<file path="src/rtl/cntr_modn_pkg.sv">
// Shared definitions for the modulo-N counter: end-of-range modes and default geometry.
package cntr_modn_pkg;

  localparam bit CNTR_WRAP        = 1'b0;
  localparam bit CNTR_SAT         = 1'b1;
  localparam int CNTR_DEF_WIDTH   = 32'sd4;
  localparam int CNTR_DEF_MODULUS = 32'sd10;

endpackage

</file>
<file path="src/rtl/cntr_modn_if.sv">
// Request/status bundle of the modulo-N counter; master drives requests, slave is the counter.
interface cntr_modn_if
  import cntr_modn_pkg::*;
#(
  parameter int WIDTH = CNTR_DEF_WIDTH
);

  logic             load;
  logic [WIDTH-1:0] load_val;
  logic             inc;
  logic             dec;
  logic [WIDTH-1:0] cnt;
  logic             wrap;
  logic             at_max;
  logic             at_min;
  logic             err;

  modport master (
    output load, load_val, inc, dec,
    input  cnt, wrap, at_max, at_min, err
  );

  modport slave (
    input  load, load_val, inc, dec,
    output cnt, wrap, at_max, at_min, err
  );

endinterface

</file>
<file path="src/rtl/cntr_modn_dff_r_sync.sv">
// WIDTH-bit register with synchronous active-low reset to zero.
module cntr_modn_dff_r_sync #(
  parameter int WIDTH = 32'sd1
) (
  input  logic             clk,
  input  logic             reset_n,
  input  logic [WIDTH-1:0] d,
  output logic [WIDTH-1:0] q
);

  // State register; reset takes precedence over the incoming data.
  always_ff @(posedge clk) begin
    if (!reset_n) begin
      q <= '0;
    end else begin
      q <= d;
    end
  end

endmodule

</file>
<file path="src/rtl/cntr_modn.sv">
// Parametrised modulo-N up/down counter with load, wrap/saturate ends and sticky load-error flag.
module cntr_modn
  import cntr_modn_pkg::*;
#(
  parameter int WIDTH    = CNTR_DEF_WIDTH,
  parameter int MODULUS  = CNTR_DEF_MODULUS,
  parameter bit SATURATE = CNTR_WRAP
) (
  input  logic        clk,
  input  logic        reset_n,
  cntr_modn_if.slave  bus
);

  localparam int MOD_LIMIT = 32'sd1 << WIDTH;

  if ((MODULUS < 32'sd2) || (MODULUS > MOD_LIMIT)) begin : g_bad_modulus
    $error("cntr_modn: MODULUS must satisfy 2 <= MODULUS <= 2**WIDTH");
  end

  // Comparisons run one bit wider so MODULUS == 2**WIDTH is representable.
  localparam logic [WIDTH:0]   MOD_EXT = (WIDTH+1)'(MODULUS);
  localparam logic [WIDTH-1:0] MAX_VAL = WIDTH'(MODULUS - 32'sd1);

  logic [WIDTH-1:0] cnt_r;
  logic             wrap_r;
  logic             err_r;
  logic [WIDTH-1:0] next_cnt_s;
  logic             next_wrap_s;
  logic             next_err_s;
  logic [WIDTH:0]   sum_s;
  logic             load_ok_s;

  assign sum_s     = {1'b0, cnt_r} + {{WIDTH{1'b0}}, 1'b1};
  assign load_ok_s = ({1'b0, bus.load_val} < MOD_EXT);

  // Next-state: load beats inc/dec; inc and dec together hold.
  always_comb begin
    next_cnt_s  = cnt_r;
    next_wrap_s = 1'b0;
    next_err_s  = err_r;
    if (bus.load) begin
      if (load_ok_s) begin
        next_cnt_s = bus.load_val;
        next_err_s = 1'b0;
      end else begin
        next_err_s = 1'b1;
      end
    end else if (bus.inc && !bus.dec) begin
      if (sum_s < MOD_EXT) begin
        next_cnt_s = sum_s[WIDTH-1:0];
      end else begin
        next_wrap_s = 1'b1;
        if (SATURATE == CNTR_SAT) begin
          next_cnt_s = cnt_r;
        end else begin
          next_cnt_s = '0;
        end
      end
    end else if (bus.dec && !bus.inc) begin
      if (cnt_r != '0) begin
        next_cnt_s = cnt_r - {{(WIDTH-1){1'b0}}, 1'b1};
      end else begin
        next_wrap_s = 1'b1;
        if (SATURATE == CNTR_SAT) begin
          next_cnt_s = cnt_r;
        end else begin
          next_cnt_s = MAX_VAL;
        end
      end
    end else begin
      next_cnt_s = cnt_r;
    end
  end

  cntr_modn_dff_r_sync #(.WIDTH(WIDTH)) u_cnt (
    .clk     (clk),
    .reset_n (reset_n),
    .d       (next_cnt_s),
    .q       (cnt_r)
  );

  cntr_modn_dff_r_sync #(.WIDTH(32'sd1)) u_wrap (
    .clk     (clk),
    .reset_n (reset_n),
    .d       (next_wrap_s),
    .q       (wrap_r)
  );

  cntr_modn_dff_r_sync #(.WIDTH(32'sd1)) u_err (
    .clk     (clk),
    .reset_n (reset_n),
    .d       (next_err_s),
    .q       (err_r)
  );

  assign bus.cnt    = cnt_r;
  assign bus.wrap   = wrap_r;
  assign bus.err    = err_r;
  assign bus.at_max = (cnt_r == MAX_VAL);
  assign bus.at_min = (cnt_r == '0);

endmodule

</file>
<file path="src/flat_wrapper.sv">
// flat-port wrapper written by rule: the top's interface ports become plain ports
module cntr_modn_flat import cntr_modn_pkg::*;
#(
  parameter int WIDTH    = CNTR_DEF_WIDTH,
  parameter int MODULUS  = CNTR_DEF_MODULUS,
  parameter bit SATURATE = CNTR_WRAP
)
  (clk, reset_n, bus_load, bus_load_val, bus_inc, bus_dec, bus_cnt, bus_wrap, bus_at_max, bus_at_min, bus_err);
  cntr_modn_if #(.WIDTH(WIDTH)) bus_i ();
  input  logic clk;
  input  logic reset_n;
  input wire logic [$bits(bus_i.load)-1:0] bus_load;
  input wire logic [$bits(bus_i.load_val)-1:0] bus_load_val;
  input wire logic [$bits(bus_i.inc)-1:0] bus_inc;
  input wire logic [$bits(bus_i.dec)-1:0] bus_dec;
  output wire logic [$bits(bus_i.cnt)-1:0] bus_cnt;
  output wire logic [$bits(bus_i.wrap)-1:0] bus_wrap;
  output wire logic [$bits(bus_i.at_max)-1:0] bus_at_max;
  output wire logic [$bits(bus_i.at_min)-1:0] bus_at_min;
  output wire logic [$bits(bus_i.err)-1:0] bus_err;
  assign bus_i.load = bus_load;
  assign bus_i.load_val = bus_load_val;
  assign bus_i.inc = bus_inc;
  assign bus_i.dec = bus_dec;
  assign bus_cnt = bus_i.cnt;
  assign bus_wrap = bus_i.wrap;
  assign bus_at_max = bus_i.at_max;
  assign bus_at_min = bus_i.at_min;
  assign bus_err = bus_i.err;
  cntr_modn #(.WIDTH(WIDTH), .MODULUS(MODULUS), .SATURATE(SATURATE)) u_core (.clk(clk), .reset_n(reset_n), .bus(bus_i));
endmodule
</file>
<file path="config.mk">
export PLATFORM = sky130hd
export DESIGN_NAME = cntr_modn_flat
export DESIGN_NICKNAME = d
export VERILOG_FILES = /design/src/rtl/cntr_modn_pkg.sv /design/src/rtl/cntr_modn_if.sv /design/src/rtl/cntr_modn_dff_r_sync.sv /design/src/rtl/cntr_modn.sv /design/src/flat_wrapper.sv
export SDC_FILE = /design/constraint.sdc
export NUM_CORES = 1
export LEC_CHECK = 0
export ABC_AREA = 0
export CAP_MARGIN = 20
export CORE_AREA = 2 2 39 41
export CTS_CLUSTER_SIZE = 14
export DETAILED_ROUTE_END_ITERATION = 10
export DIE_AREA = 0 0 41 43
export PLACE_DENSITY_LB_ADDON = 0.05
export SYNTH_ARGS = -nofsm -noshare
export SYNTH_HDL_FRONTEND = slang
export SYNTH_SLANG_ARGS = --single-unit
</file>
<file path="constraint.sdc">
create_clock -name clk -period 2.39 [get_ports clk]
set_input_delay 0.3585 -clock clk [delete_from_list [all_inputs] [get_ports clk]]
set_output_delay 0.3585 -clock clk [all_outputs]
set_load 0.005 [all_outputs]
</file>
==> impl_metrics.json, run 1 <==
{
  "synthToLayoutAreaGrowth_pct": 36.5,
  "die_y_um": 43,
  "crit_required_ps": 2030,
  "hold_viol": 0,
  "hold_start": "u_core.u_err.q",
  "diodes": 0,
  "ctsResizeCount": 0,
  "postLayoutCellArea_um2": 753,
  "syn_inst": 71,
  "layout-drive-gt1-share_pct": 12.2,
  "max_freq_mhz": 462,
  "worstPathMaxFanout": 6,
  "overflow": 0,
  "synth_top_cell_by_area": "dfxtp_1",
  "ys_seq_area_share_pct": 21.8,
  "yosysWarnings": 0,
  "slew_viol_final": 0,
  "grt_pass1_wl_mm": 2.28,
  "fin_crit_sh_pct": 90.7,
  "worst_pin_slew_ps": 349,
  "drc": 0,
  "synth_seq_cells": 6,
  "cp.arrival_ps": 1810,
  "drtIter0Drc": 15,
  "cts_buffers": 3,
  "cts_tree": "done",
  "cts_hold_buf": 0,
  "synth_top_area_share_pct": 21.8,
  "worstRegToRegCells": 7,
  "r2r_slack_ps": 530,
  "hp-class": "reg -> reg",
  "viasPerCell": 5.39,
  "ir_worst_vdd_mv": 0.147,
  "drt_wl_total_mm": 1.38,
  "async_flop_share_pct": 0,
  "netlist_area_um2": 552,
  "dieArea_um2": 1760,
  "grt_max_degree": 10,
  "hold_end": "u_core.u_err.q",
  "start_kind": "flop",
  "dr_total_vias": 571,
  "drtAntennaViolNets": 0,
  "finalSetupViolations": 0,
  "cts.htree.levels": 1,
  "fp.dieW_um": 41,
  "seq_area_um2": 120,
  "avgSynthCellArea_um2": 7.77,
  "rows": 14,
  "grt_usage_pct": 19.1,
  "power_density_nw_per_um2": 478,
  "antenna_found_initial": 0,
  "relSlewSlack_pct": 76.7,
  "fin_crit_ps": 2170,
  "hpwl_mm": 1.13,
  "first_pass_iters": 4,
  "slowest_delay_ps": 560,
  "synth_nets": 83,
  "status": "finished clean",
  "grt_pass1_vias": 531,
  "cp-end-kind": "primary output",
  "pin_count": 17,
  "ys_top_cells_by_area": "dfxtp_1, ha_1, a21oi_1",
  "placed_cell_area_um2": 731,
  "rsz0062_at_grt": "false",
  "crit_chain": "inv_1, ha_1, nor3b_2, clkdlybuf4s50_1",
  "cts-root-buf": "clkbuf_4",
  "fill_cells": 143,
  "crit_type": "reg -> out",
  "r2r-end": "u_core.u_cnt.q[0]",
  "maxCapViolCount": 0,
  "insertion_delay_ps": 240,
  "cp_slowest_cell": "clkdlybuf4s50_1",
  "fp.coreArea_um2": 1380,
  "post_cts_buffers": 0,
  "setup-tns-final_ps": 0,
  "port_buffers": 16,
  "clock_sinks": 6,
  "wl_per_cell_um": 13.0,
  "synth_edf_count": 0,
  "fin_worst_skew_ps": 4.14,
  "p_leak_nw": 0.294,
  "synthTopCellsByCount": "a21oi_1, dfxtp_1, nor2_1",
  "ys.flop_type": "dfxtp_1",
  "hold_depth": 2,
  "yosysMostFrequentCell": "a21oi_1",
  "r2r-start": "u_core.u_cnt.q[1]",
  "path_clk_slew_ps": 50,
  "multiInputGateArea_um2": 393,
  "synth_cell_type_count": 38,
  "cts_buffer_depth": 2,
  "routabilityCongestion": 0.857,
  "finish.net_count": 104,
  "start_util_pct": 39.9,
  "post-route-util_pct": 54.4
}
==> flip-flops by register name (all words and copies together), names as in the netlist <==
| register | flops |
|---|---|
| u_core.u_wrap.q | 1 |
| u_core.u_cnt.q | 4 |
| u_core.u_err.q | 1 |
==> worst max-delay path, delay by kind of cell (launching register included) <==
family / cells / cell delay [ps]
fa+ha+maj: 1 / 220
flops: 1 / 350
buf+inv: 2 / 700
simple gates: 1 / 300
==> area by class of cell <==
cell class / instances / area share (%)
clock buffers: 3 / 2.99
inverters: 6 / 2.99
multi-input cells: 57 / 52.2
flip-flops and latches: 6 / 15.9
well taps: 16 / 2.66
repair buffers: 18 / 23.3
==> power breakdown <==
| part | leakage, nW | switching [W] | internal [W] | total, W |
|---|---|---|---|---|
| clock | 0.0138 | 0.0000358 | 0.0000567 | 0.0000925 |
| sequential | 0.0494 | 0.0000135 | 0.000109 | 0.000123 |
| combinational | 0.231 | 0.0000683 | 0.0000769 | 0.000145 |
| total | 0.294 | 0.000118 | 0.000243 | 0.000360 |
==> cells by family after synthesis <==
| group | synth area share [%] |
|---|---|
| compound gates | 27.9 |
| xor+xnor | 4.76 |
| fa+ha+maj | 6.80 |
| buf+inv | 7.03 |
| flops | 21.8 |
| mux | 5.67 |
| simple gates | 26.1 |
==> placed cells by master (no fill, tap or decap), drive strengths merged, types with 2 or more instances in the layout <==
cell	instances
ha	3
nand3	3
inv	5
xor2	2
a21oi	7
o21ai	5
nor2	6
a31oi	3
o311ai	2
buf	2
clkbuf	3
nand2	3
clkdlybuf4s50	16
nand2b	3
nor3	2
mux2i	2
dfxtp	6
==> per-layer routing <==
| metal | vias to the layer above | routed length [um] | track usage, % |
|---|---|---|---|
| li1 | 300 | - | - |
| met1 | 250 | 615 | 25.6 |
| met2 | 19 | 680 | 29.1 |
| met3 | 2 | 67 | 1.57 |
| met4 | 0 | 16 | 10.0 |
| met5 | - | 0 | 0 |
==> how the worst max path moves through the flow <==
stage                                   end               from  slack, ps
after floorplan           u_core.u_cnt.q[0]  u_core.u_cnt.q[0]        690
final                            bus_at_min  u_core.u_cnt.q[1]        220
after detailed placement         bus_at_min  u_core.u_cnt.q[1]        480
after CTS                        bus_at_min  u_core.u_cnt.q[1]        210
after global placement           bus_at_min  u_core.u_cnt.q[1]        530
after global routing             bus_at_min  u_core.u_cnt.q[1]        120
==> through the flow <==
stage / setup slack, ps / hold WS, ps / total power [W] / std cells
global placement: 535 / 456 / 0.000270 / 103
detailed placement: 479 / 461 / 0.000270 / 103
floorplan: 687 / 465 / 0.000207 / 71
global route: 118 / 510 / 0.000385 / 106
CTS: 214 / 469 / 0.000366 / 106
finish: 223 / 464 / 0.000360 / 106
Power figures use the tool's default switching activity.
==> run 2: changes to the inputs <==
CELL_PAD_IN_SITES_DETAIL_PLACEMENT = 1   (was not set)
CELL_PAD_IN_SITES_GLOBAL_PLACEMENT = 2   (was not set)
CORE_AREA = not set   (was 2 2 39 41)
CORE_MARGIN = 2   (was not set)
CORE_UTILIZATION = 24   (was not set)
DIE_AREA = not set   (was 0 0 41 43)
==> run 2 against run 1 <==
Worst setup slack got worse by 48 ps; critical path depth did not move; non-clock buffer count did not move; core utilization fell by 19 points; die area rose by 53%; fmax fell by 2.2%; count of clock-buffer cells in the layout did not move; routed wire length rose by 24%; sequential power barely moved.
==> impl_metrics.json, run 2 (synthesized netlist as in run 1, its figures left out) <==
{
  "status": "finished clean",
  "ir_worst_vdd_mv": 0.309,
  "hold_start": "u_core.u_err.q",
  "hold_depth": 2,
  "top_register": "u_core.u_cnt.q",
  "fin_worst_skew_ps": 0.557,
  "fin_crit_sh_pct": 92.6,
  "fin_crit_ps": 2210,
  "drc": 0,
  "holdWs_ps": 472,
  "dieArea_um2": 2700,
  "largest_reg_flops": 4,
  "fp.dieW_um": 52.0,
  "post_cts_buffers": 0,
  "pin_count": 17,
  "start_util_pct": 25.2,
  "cts.htree.levels": 1,
  "antenna_found_initial": 0,
  "viasPerCell": 4.95,
  "final_common_cell": "clkdlybuf4s50_1",
  "cts_tree": "done",
  "rsz0062_at_grt": "false",
  "dr_total_vias": 584,
  "cp-end-kind": "primary output",
  "slew_viol_final": 0,
  "ctsResizeCount": 0,
  "layout-drive-gt1-share_pct": 12.2,
  "hpwl_mm": 1.36,
  "clock_sinks": 6,
  "finish.net_count": 104,
  "diodes": 0,
  "hold_viol": 0,
  "grt_max_degree": 11,
  "cts_hold_buf": 0,
  "overflow": 0,
  "crit_type": "reg -> out",
  "slowest_delay_ps": 560,
  "hold_end": "u_core.u_err.q",
  "power_density_nw_per_um2": 477,
  "post-route-util_pct": 35.1,
  "port_buffers": 16,
  "first_pass_iters": 4,
  "cts_buffers": 3,
  "drtIter0Drc": 3,
  "drtAntennaViolNets": 0,
  "reg.largest.list": "u_core.u_cnt.q (4), u_core.u_err.q (1), u_core.u_wrap.q (1)",
  "placed_cells": 115,
  "routabilityCongestion": 0.743,
  "max_freq_mhz": 452,
  "hp-class": "reg -> reg",
  "rows": 17,
  "r2r_slack_ps": 520,
  "fp.coreArea_um2": 2190,
  "grt_usage_pct": 15.3,
  "r2r-end": "u_core.u_cnt.q[0]",
  "dp_slack_ps": 423,
  "crit_required_ps": 2030,
  "relSlewSlack_pct": 74.5,
  "cts_buffer_depth": 2,
  "grt_pass1_wl_mm": 3.04,
  "path_clk_slew_ps": 40,
  "synthToLayoutAreaGrowth_pct": 39.2,
  "maxCapViolCount": 0,
  "layout.cells.non_filler": 118,
  "die_y_um": 52.0,
  "cts-root-buf": "clkbuf_4",
  "final_cell_mix": "clkdlybuf4s50_1, a21oi_1, nor2_1, dfxtp_1, inv_1",
  "worstRegToRegCells": 7,
  "worstPathMaxFanout": 6,
  "finalSetupViolations": 0,
  "cp.arrival_ps": 1860,
  "worst_pin_slew_ps": 382,
  "drt_wl_total_mm": 1.71,
  "grt_pass1_vias": 650,
  "setup-tns-final_ps": 0,
  "wl_per_cell_um": 14.4,
  "r2r-start": "u_core.u_cnt.q[1]",
  "insertion_delay_ps": 240,
  "cp_slowest_cell": "clkdlybuf4s50_1",
  "fin_ws_ps": 176,
  "p_leak_nw": 0.294,
  "crit_chain": "inv_1, ha_1, nor3b_2, clkdlybuf4s50_1",
  "start_kind": "flop"
}
[run 2: cell counts in the layout (fill, tap and decap cells not counted)]
No cell type changed its count.
[run 2: worst max path at each step]
| stage | cells after the start | from | to | slack [ps] |
|---|---|---|---|---|
| 6_report | 4 | u_core.u_cnt.q[1] | bus_at_min | 180 |
| 3_3_place_gp | 4 | u_core.u_cnt.q[1] | bus_at_min | 450 |
| 2_1_floorplan | 7 | u_core.u_cnt.q[0] | u_core.u_cnt.q[0] | 690 |
| 4_1_cts | 4 | u_core.u_cnt.q[1] | bus_at_min | 150 |
| 3_5_place_dp | 4 | u_core.u_cnt.q[1] | bus_at_min | 420 |
| 5_1_grt | 4 | u_core.u_cnt.q[1] | bus_at_min | 20 |
[run 2: layout make-up]
class | instances | area [um2]
Timing Repair Buffer | 18 | 175
Inverter | 6 | 22.5
Multi-Input combinational cell | 57 | 393
Sequential cell | 6 | 120
Fill cell | 268 | 1420
Tap cell | 28 | 35.0
Clock buffer | 3 | 22.5
[run 2: metal layers]
metal | routed length [um] | part of all wire, % | up-vias | GRT usage, %
met2 | 784 | 46 | 16 | 25.5
met5 | 0 | 0 | - | 0
li1 | - | - | 298 | -
met1 | 805 | 47 | 270 | 19.0
met4 | 0 | 0 | 0 | 1.32
met3 | 115 | 6.7 | 0 | 6.32
[run 2: worst max-delay path: cells and delay by family (launching register included)]
| kind | cells | cell delay [ps] |
|---|---|---|
| buffers and inverters | 2 | 700 |
| adder cells (fa/ha/maj) | 1 | 230 |
| flip-flops | 1 | 360 |
| AND/OR/NAND/NOR | 1 | 310 |
[run 2: stage by stage]
stage / total power, W / cell area, um2
6_report: 0.000366 / 768
5_1_grt: 0.000405 / 768
4_1_cts: 0.000373 / 768
3_5_place_dp: 0.000275 / 746
3_3_place_gp: 0.000279 / 746
2_1_floorplan: 0.000207 / 552
[run 2: where the power goes]
part | internal (W) | switching (W)
registers | 0.000109 | 0.0000144
clock network | 0.0000568 | 0.0000370
logic | 0.0000770 | 0.0000716
total | 0.000243 | 0.000123
